<file path="src/rtl/efgj03l_video_shifter.sv">
// efgj03l_video_shifter: serializes the point/colour byte pair fetched by the
// gate array into a 4-bit RGBI dot stream, with border, blanking and sync.
//
// Ports:
//   PIN_H16      16 MHz clock, all logic on the rising edge
//   nPIN_SYCL    synchronous active-low reset
//   PIN_POINT    8 MHz dot clock; a rising edge is one dot tick
//   PIN_nCASPT   rising edge latches MD as the point byte
//   PIN_nCASCOL  rising edge latches MD as the colour byte
//   MD           DRAM read data
//   PIN_nINILT   0 = active area, 1 = border
//   PIN_nSUPLT   0 = force black
//   PIN_SYNLT    composite sync in
//   BORDER_WE/D  border colour write strobe and data
//   ERR_CLR      clears the sticky error flags
//   PIX_RGBI     pixel colour, updated on dot ticks
//   SYNC_OUT     PIN_SYNLT aligned with PIX_RGBI
//   BLANK_OUT    1 = PIX_RGBI forced black
//   ERR_UNDER    sticky: load was due with no byte pair ready
//   ERR_OVER     sticky: a holding byte was overwritten unconsumed

module efgj03l_video_shifter #(
    parameter logic [3:0] BORDER_RST = 4'h0
) (
    input  logic       PIN_H16,
    input  logic       nPIN_SYCL,
    input  logic       PIN_POINT,
    input  logic       PIN_nCASPT,
    input  logic       PIN_nCASCOL,
    input  logic [7:0] MD,
    input  logic       PIN_nINILT,
    input  logic       PIN_nSUPLT,
    input  logic       PIN_SYNLT,
    input  logic       BORDER_WE,
    input  logic [3:0] BORDER_D,
    input  logic       ERR_CLR,
    output logic [3:0] PIX_RGBI,
    output logic       SYNC_OUT,
    output logic       BLANK_OUT,
    output logic       ERR_UNDER,
    output logic       ERR_OVER
);

    // Edge-detect history
    logic       point_q, caspt_q, cascol_q;

    // Holding stage
    logic [7:0] pt_hold_q, pt_hold_d;
    logic [7:0] col_hold_q, col_hold_d;
    logic       pt_full_q, pt_full_d;
    logic       col_full_q, col_full_d;

    // Shifter
    logic [7:0] shreg_q, shreg_d;
    logic [3:0] fg_q, fg_d;
    logic [3:0] bg_q, bg_d;
    logic [2:0] cnt_q, cnt_d;
    logic       loaded_q, loaded_d;

    // Output / control registers
    logic [3:0] border_q, border_d;
    logic [3:0] pix_q, pix_d;
    logic       sync_q, sync_d;
    logic       blank_q, blank_d;
    logic       under_q, under_d;
    logic       over_q, over_d;

    logic dot_tick, pt_edge, col_edge, active;
    logic pair_ready, load_due, do_load, do_under, do_shift;

    assign dot_tick   = PIN_POINT & ~point_q;
    assign pt_edge    = PIN_nCASPT & ~caspt_q;
    assign col_edge   = PIN_nCASCOL & ~cascol_q;
    assign active     = ~PIN_nINILT;
    assign pair_ready = pt_full_q & col_full_q;

    // A group starts on the first active tick after a border/underrun
    // (loaded=0) or after the eighth dot of the current group.
    assign load_due = dot_tick & active & (~loaded_q | (cnt_q == 3'd7));
    assign do_load  = load_due & pair_ready;
    assign do_under = load_due & ~pair_ready;
    assign do_shift = dot_tick & active & ~load_due;

    always_comb begin
        pt_hold_d  = pt_hold_q;
        col_hold_d = col_hold_q;
        pt_full_d  = pt_full_q;
        col_full_d = col_full_q;
        shreg_d    = shreg_q;
        fg_d       = fg_q;
        bg_d       = bg_q;
        cnt_d      = cnt_q;
        loaded_d   = loaded_q;
        border_d   = border_q;
        pix_d      = pix_q;
        sync_d     = sync_q;
        blank_d    = blank_q;
        under_d    = under_q;
        over_d     = over_q;

        // Consume first, then capture: a CAS edge in the load cycle
        // leaves the new byte held with its flag set.
        if (do_load) begin
            pt_full_d  = 1'b0;
            col_full_d = 1'b0;
        end
        if (pt_edge) begin
            pt_hold_d = MD;
            pt_full_d = 1'b1;
        end
        if (col_edge) begin
            col_hold_d = MD;
            col_full_d = 1'b1;
        end

        if (do_load) begin
            shreg_d  = pt_hold_q;
            fg_d     = col_hold_q[7:4];
            bg_d     = col_hold_q[3:0];
            cnt_d    = 3'd0;
            loaded_d = 1'b1;
        end else if (do_under) begin
            loaded_d = 1'b0;
        end else if (do_shift) begin
            cnt_d   = cnt_q + 3'd1;
            shreg_d = {shreg_q[6:0], 1'b0};
        end else if (dot_tick) begin
            cnt_d    = 3'd0;
            loaded_d = 1'b0;
        end

        if (dot_tick) begin
            sync_d  = PIN_SYNLT;
            blank_d = ~PIN_nSUPLT;
            if (!PIN_nSUPLT) begin
                pix_d = 4'h0;
            end else if (PIN_nINILT) begin
                pix_d = border_q;
            end else if (do_under) begin
                // Repeat the last background; bg is black after reset
                pix_d = bg_q;
            end else begin
                pix_d = shreg_d[7] ? fg_d : bg_d;
            end
        end

        if (BORDER_WE) begin
            border_d = BORDER_D;
        end

        if (do_under) begin
            under_d = 1'b1;
        end else if (ERR_CLR) begin
            under_d = 1'b0;
        end

        if ((pt_edge & pt_full_q & ~do_load) |
            (col_edge & col_full_q & ~do_load)) begin
            over_d = 1'b1;
        end else if (ERR_CLR) begin
            over_d = 1'b0;
        end
    end

    always_ff @(posedge PIN_H16) begin
        if (!nPIN_SYCL) begin
            point_q    <= 1'b0;
            caspt_q    <= 1'b0;
            cascol_q   <= 1'b0;
            pt_hold_q  <= 8'h00;
            col_hold_q <= 8'h00;
            pt_full_q  <= 1'b0;
            col_full_q <= 1'b0;
            shreg_q    <= 8'h00;
            fg_q       <= 4'h0;
            bg_q       <= 4'h0;
            cnt_q      <= 3'd0;
            loaded_q   <= 1'b0;
            border_q   <= BORDER_RST;
            pix_q      <= 4'h0;
            sync_q     <= 1'b0;
            blank_q    <= 1'b1;
            under_q    <= 1'b0;
            over_q     <= 1'b0;
        end else begin
            point_q    <= PIN_POINT;
            caspt_q    <= PIN_nCASPT;
            cascol_q   <= PIN_nCASCOL;
            pt_hold_q  <= pt_hold_d;
            col_hold_q <= col_hold_d;
            pt_full_q  <= pt_full_d;
            col_full_q <= col_full_d;
            shreg_q    <= shreg_d;
            fg_q       <= fg_d;
            bg_q       <= bg_d;
            cnt_q      <= cnt_d;
            loaded_q   <= loaded_d;
            border_q   <= border_d;
            pix_q      <= pix_d;
            sync_q     <= sync_d;
            blank_q    <= blank_d;
            under_q    <= under_d;
            over_q     <= over_d;
        end
    end

    assign PIX_RGBI  = pix_q;
    assign SYNC_OUT  = sync_q;
    assign BLANK_OUT = blank_q;
    assign ERR_UNDER = under_q;
    assign ERR_OVER  = over_q;

endmodule

</file>
<file path="config.mk">
export PLATFORM = sky130hd
export DESIGN_NAME = efgj03l_video_shifter
export DESIGN_NICKNAME = d
export VERILOG_FILES = /design/src/rtl/efgj03l_video_shifter.sv
export SDC_FILE = /design/constraint.sdc
export NUM_CORES = 1
export LEC_CHECK = 0
export CAP_MARGIN = 20
export CORE_MARGIN = 8
export CORE_UTILIZATION = 40
export CTS_CLUSTER_SIZE = 8
export DETAILED_ROUTE_END_ITERATION = 8
export GPL_ROUTABILITY_DRIVEN = 0
export RECOVER_POWER = 25
export SLEW_MARGIN = 10
export SYNTH_ARGS = -nofsm -noshare
export SYNTH_HDL_FRONTEND = slang
export SYNTH_SLANG_ARGS = --single-unit
</file>
<file path="constraint.sdc">
create_clock -name PIN_H16 -period 2 [get_ports PIN_H16]
set_input_delay 0.6 -clock PIN_H16 [delete_from_list [all_inputs] [get_ports PIN_H16]]
set_output_delay 0.6 -clock PIN_H16 [all_outputs]
set_load 0.005 [all_outputs]
</file>
==> metrics.md <==
| Metric | Value |
|---|---|
| Clock buffer depth | 2 |
| Slowest-stage cell, CP | clkdlybuf4s50_1 |
| Max Cap Viol | 0 |
| Post-Syn Nets | 264 |
| Worst Path Max Fanout | 5 |
| Antenna violations before repair | 0 |
| N_diodes | 0 |
| Hold WS | 458 ps |
| Reg2reg end | PIX_RGBI[3] |
| Synth Warn # | 0 |
| Hpwl dp | 3470 um |
| IO Pins | 30 |
| Clk slew on worst S/H paths | 110 ps |
| Wire per inst | 13.3 um |
| Int Power | 1.48 mW |
| CP endpoint kind | flop |
| Comb pwr share | 11.1% |
| Worst-margin pin slew | 432 ps |
| Unique cell type count in the Yosys netlist | 38 |
| Die H | 91.4 um |
| Crit path required time | 2210 ps |
| #FFs+latches synth | 53 |
| Register area share after synthesis | 46.6% |
| Worst Path Arrival | 2130 ps |
| Post-synth top area share | 46.6% |
| Post-synthesis cell count | 240 |
| Final setup fails | 0 |
| Syn_area_per_cell | 9.48 sq um |
| Critical path startpoint | PIN_nINILT |
| Largest net degree at the start of global routing | 52 |
| Area of the core | 5510 sq um |
| All-layer global routing usage | 11.8% |
| CTS tree | yes |
| R2R setup slack | 90 ps |
| Sw frac | 25.6% |
| Final hold viol count | 0 |
| Status | completed |
| Dpl ws | -391 ps |
| Most Used Layer, Global Route | met2 |
| Crit path largest cell delay | 530 ps |
| H-tree levels | 2 |
| DR vias/cell | 4.83 |
| Relative slew slack | 71.2% |
| Share of cells above drive strength 1 | 19.2% |
| Most common cell after layout, fill and taps aside | dfxtp_1 |
| Die X | 91.4 um |
| Beginning of the worst hold path | shreg_q[6] |
| Final WS setup | 79.3 ps |
| Initial DRC Count | 79 |
| Vias in the first global route | 1,685 |
| Pwr Density | 675 nW/um^2 |
| Reg2reg start | cnt_q[0] |
| Area added between synthesis and finish | 29.4% |
| First-pass GRT wire length | 8180 um |
| DR vias | 1,752 |
| Met3 GRT Util | 2.47% |
| Placed cells | 349 |
| VDD IR max | 0.409 mV |
| Clk network pwr share | 32.7% |
| GR met1 Demand/Resource | 15.5% |
| Port bufs | 29 |
| Hold-fix buffers, CTS | 0 |
| Final cell count without fillers | 363 |
| Part of the power in registers | 56.2% |
| Switch Pwr | 0.508 mW |
| Mapped cell area | 2270 sq um |
| Worst Hold Class | flop to flop |
| Clk Latency, worst-skew pair | 320 ps |
| Drt first pass iters | 4 |
| Crit-path cells | clkdlybuf4s50_1 -> nor3b_4 -> buf_6 -> buf_4 -> and3_2 -> a21oi_1 -> o21ai_1 -> a31o_1 |
| Number of remaining DRC errors | 0 |
| Period Utilization, post-route | 96.0% |
| Synth area leader | dfxtp_1 |
| Synth top area cells | dfxtp_1 47%, mux2i_1 7.9%, nand2_1 6.9% |
| Final instance area | 2940 sq um |
| Initial cell density of the core | 41.3% |
| ANT nets after route | 0 |
| GR Util met2 | 18.3% |
| Setup Skew | 12.0 ps |
| Fin Setup TNS | 0 ps |
| Startpoint types | primary input |
| Nets | 314 |
| Grt total ovfl | 0 |
| F_max | 521 MHz |
| Standby leakage power | 1.18 nW |
| Placement Cell Area | 2750 sq um |
| Crit Path Category | primary input to flop |
| Min Tclk post-route | 1920 ps |
| Die Area | 8360 sq um |
| Final count of pins violating max slew | 0 |
| Row cnt | 27 |
| Cell depth of the worst flop-to-flop path | 7 |
| Clock sink count | 53 |
| CTS root buffer | clkbuf_8 |
| Crit path capture | PIX_RGBI[2] |
| TritonCTS Buffers | 5 |
| Final WL | 4830 um |
| Most frequent cells in the layout | 53 x dfxtp_1, 42 x nand2_1, 27 x clkdlybuf4s50_1 |
metrics by stage:
step	power, mW	utilization, %
after floorplan	1.25	-
after global placement	1.35	50.0
after detailed placement	1.36	50.0
after CTS	2.01	52.0
after global routing	2.09	53.4
final	1.99	53.4
per-layer routing:
| layer | share of wire, % | routed length (um) | up-vias |
|---|---|---|---|
| li1 | - | - | 920 |
| met1 | 49 | 2390 | 807 |
| met2 | 47 | 2250 | 18 |
| met3 | 2.4 | 116 | 7 |
| met4 | 1.6 | 76 | 0 |
| met5 | 0 | 0 | - |
layout make-up:
cell class | instances | area, sq um
Inverter | 2 | 7.51
Fill cell | 519 | 2560
Clock buffer | 5 | 68.8
Tap cell | 72 | 90.1
Multi-Input combinational cell | 173 | 1190
Sequential cell | 53 | 1060
Timing Repair Buffer | 55 | 492
Clock inverter | 3 | 28.8
synth_stat cells:
| cell | instances |
|---|---|
| a21oi_1 | 7 |
| nand2_1 | 42 |
| nor2_1 | 6 |
| or2b_1 | 2 |
| and3_2 | 1 |
| a21boi_0 | 18 |
| or3b_2 | 1 |
| or2_2 | 1 |
| o21ai_0 | 5 |
| mux2i_1 | 18 |
| nor2b_1 | 19 |
| and2_2 | 2 |
| nand3_4 | 1 |
| nor3_1 | 1 |
| o31ai_1 | 1 |
| a22oi_1 | 9 |
| dfxtp_1 | 53 |
| clkbuf_1 | 10 |
| inv_1 | 2 |
| a32oi_1 | 1 |
| a31o_1 | 4 |
| a21boi_1 | 6 |
| ha_1 | 2 |
| a22oi_4 | 1 |
| nand4b_1 | 1 |
| nand2b_1 | 7 |
| or2b_2 | 3 |
| and2_4 | 1 |
| o211ai_1 | 1 |
| nor3_2 | 1 |
| buf_6 | 1 |
| and2b_2 | 1 |
| nor3b_4 | 1 |
| buf_1 | 1 |
| buf_4 | 1 |
| nand3_1 | 5 |
| o21ai_4 | 1 |
| and2_1 | 2 |
power by group through the flow:
stage / Sequential (mW) / Clock (mW) / Combinational (mW)
floorplan: 1.13 / 0 / 0.116
global placement: 1.14 / 0 / 0.214
detailed placement: 1.14 / 0 / 0.216
CTS: 1.12 / 0.677 / 0.218
global route: 1.12 / 0.722 / 0.244
finish: 1.12 / 0.649 / 0.220
what timing repair did:
action,in CTS,in global routing
buffers inserted,1,4
endpoints found under the setup margin,4,5
cloned,0,1
gates resized for setup,1,10
pin swaps,1,3
worst min-delay path by stage:
stage / to / slack (ps) / cells past startpoint
floorplan: shreg_q[6] / 430 / 2
CTS: shreg_q[3] / 460 / 2
global placement: shreg_q[3] / 440 / 2
detailed placement: shreg_q[3] / 440 / 2
finish: shreg_q[6] / 460 / 2
global route: shreg_q[4] / 480 / 2
sequential cells by signal, summed over array words and instances (netlist names):
signal	count
PIX_RGBI	4
col_full_q	1
point_q	1
SYNC_OUT	1
loaded_q	1
pt_full_q	1
BLANK_OUT	1
ERR_OVER	1
caspt_q	1
col_hold_q	8
pt_hold_q	8
shreg_q	8
ERR_UNDER	1
bg_q	4
fg_q	4
cnt_q	3
cascol_q	1
border_q	4
cell families after synthesis:
family	synth area share, %
compound gates	17.8
fa+ha+maj	1.10
buf+inv	2.97
flops	46.6
mux	7.92
simple gates	23.6
critical path, delay by kind of cell:
| family | cells | cell delay (ps) |
|---|---|---|
| AND/OR/NAND/NOR | 2 | 300 |
| AO/OA/AOI/OAI | 3 | 430 |
| buffers and inverters | 3 | 810 |
Power figures use the tool's default switching activity.
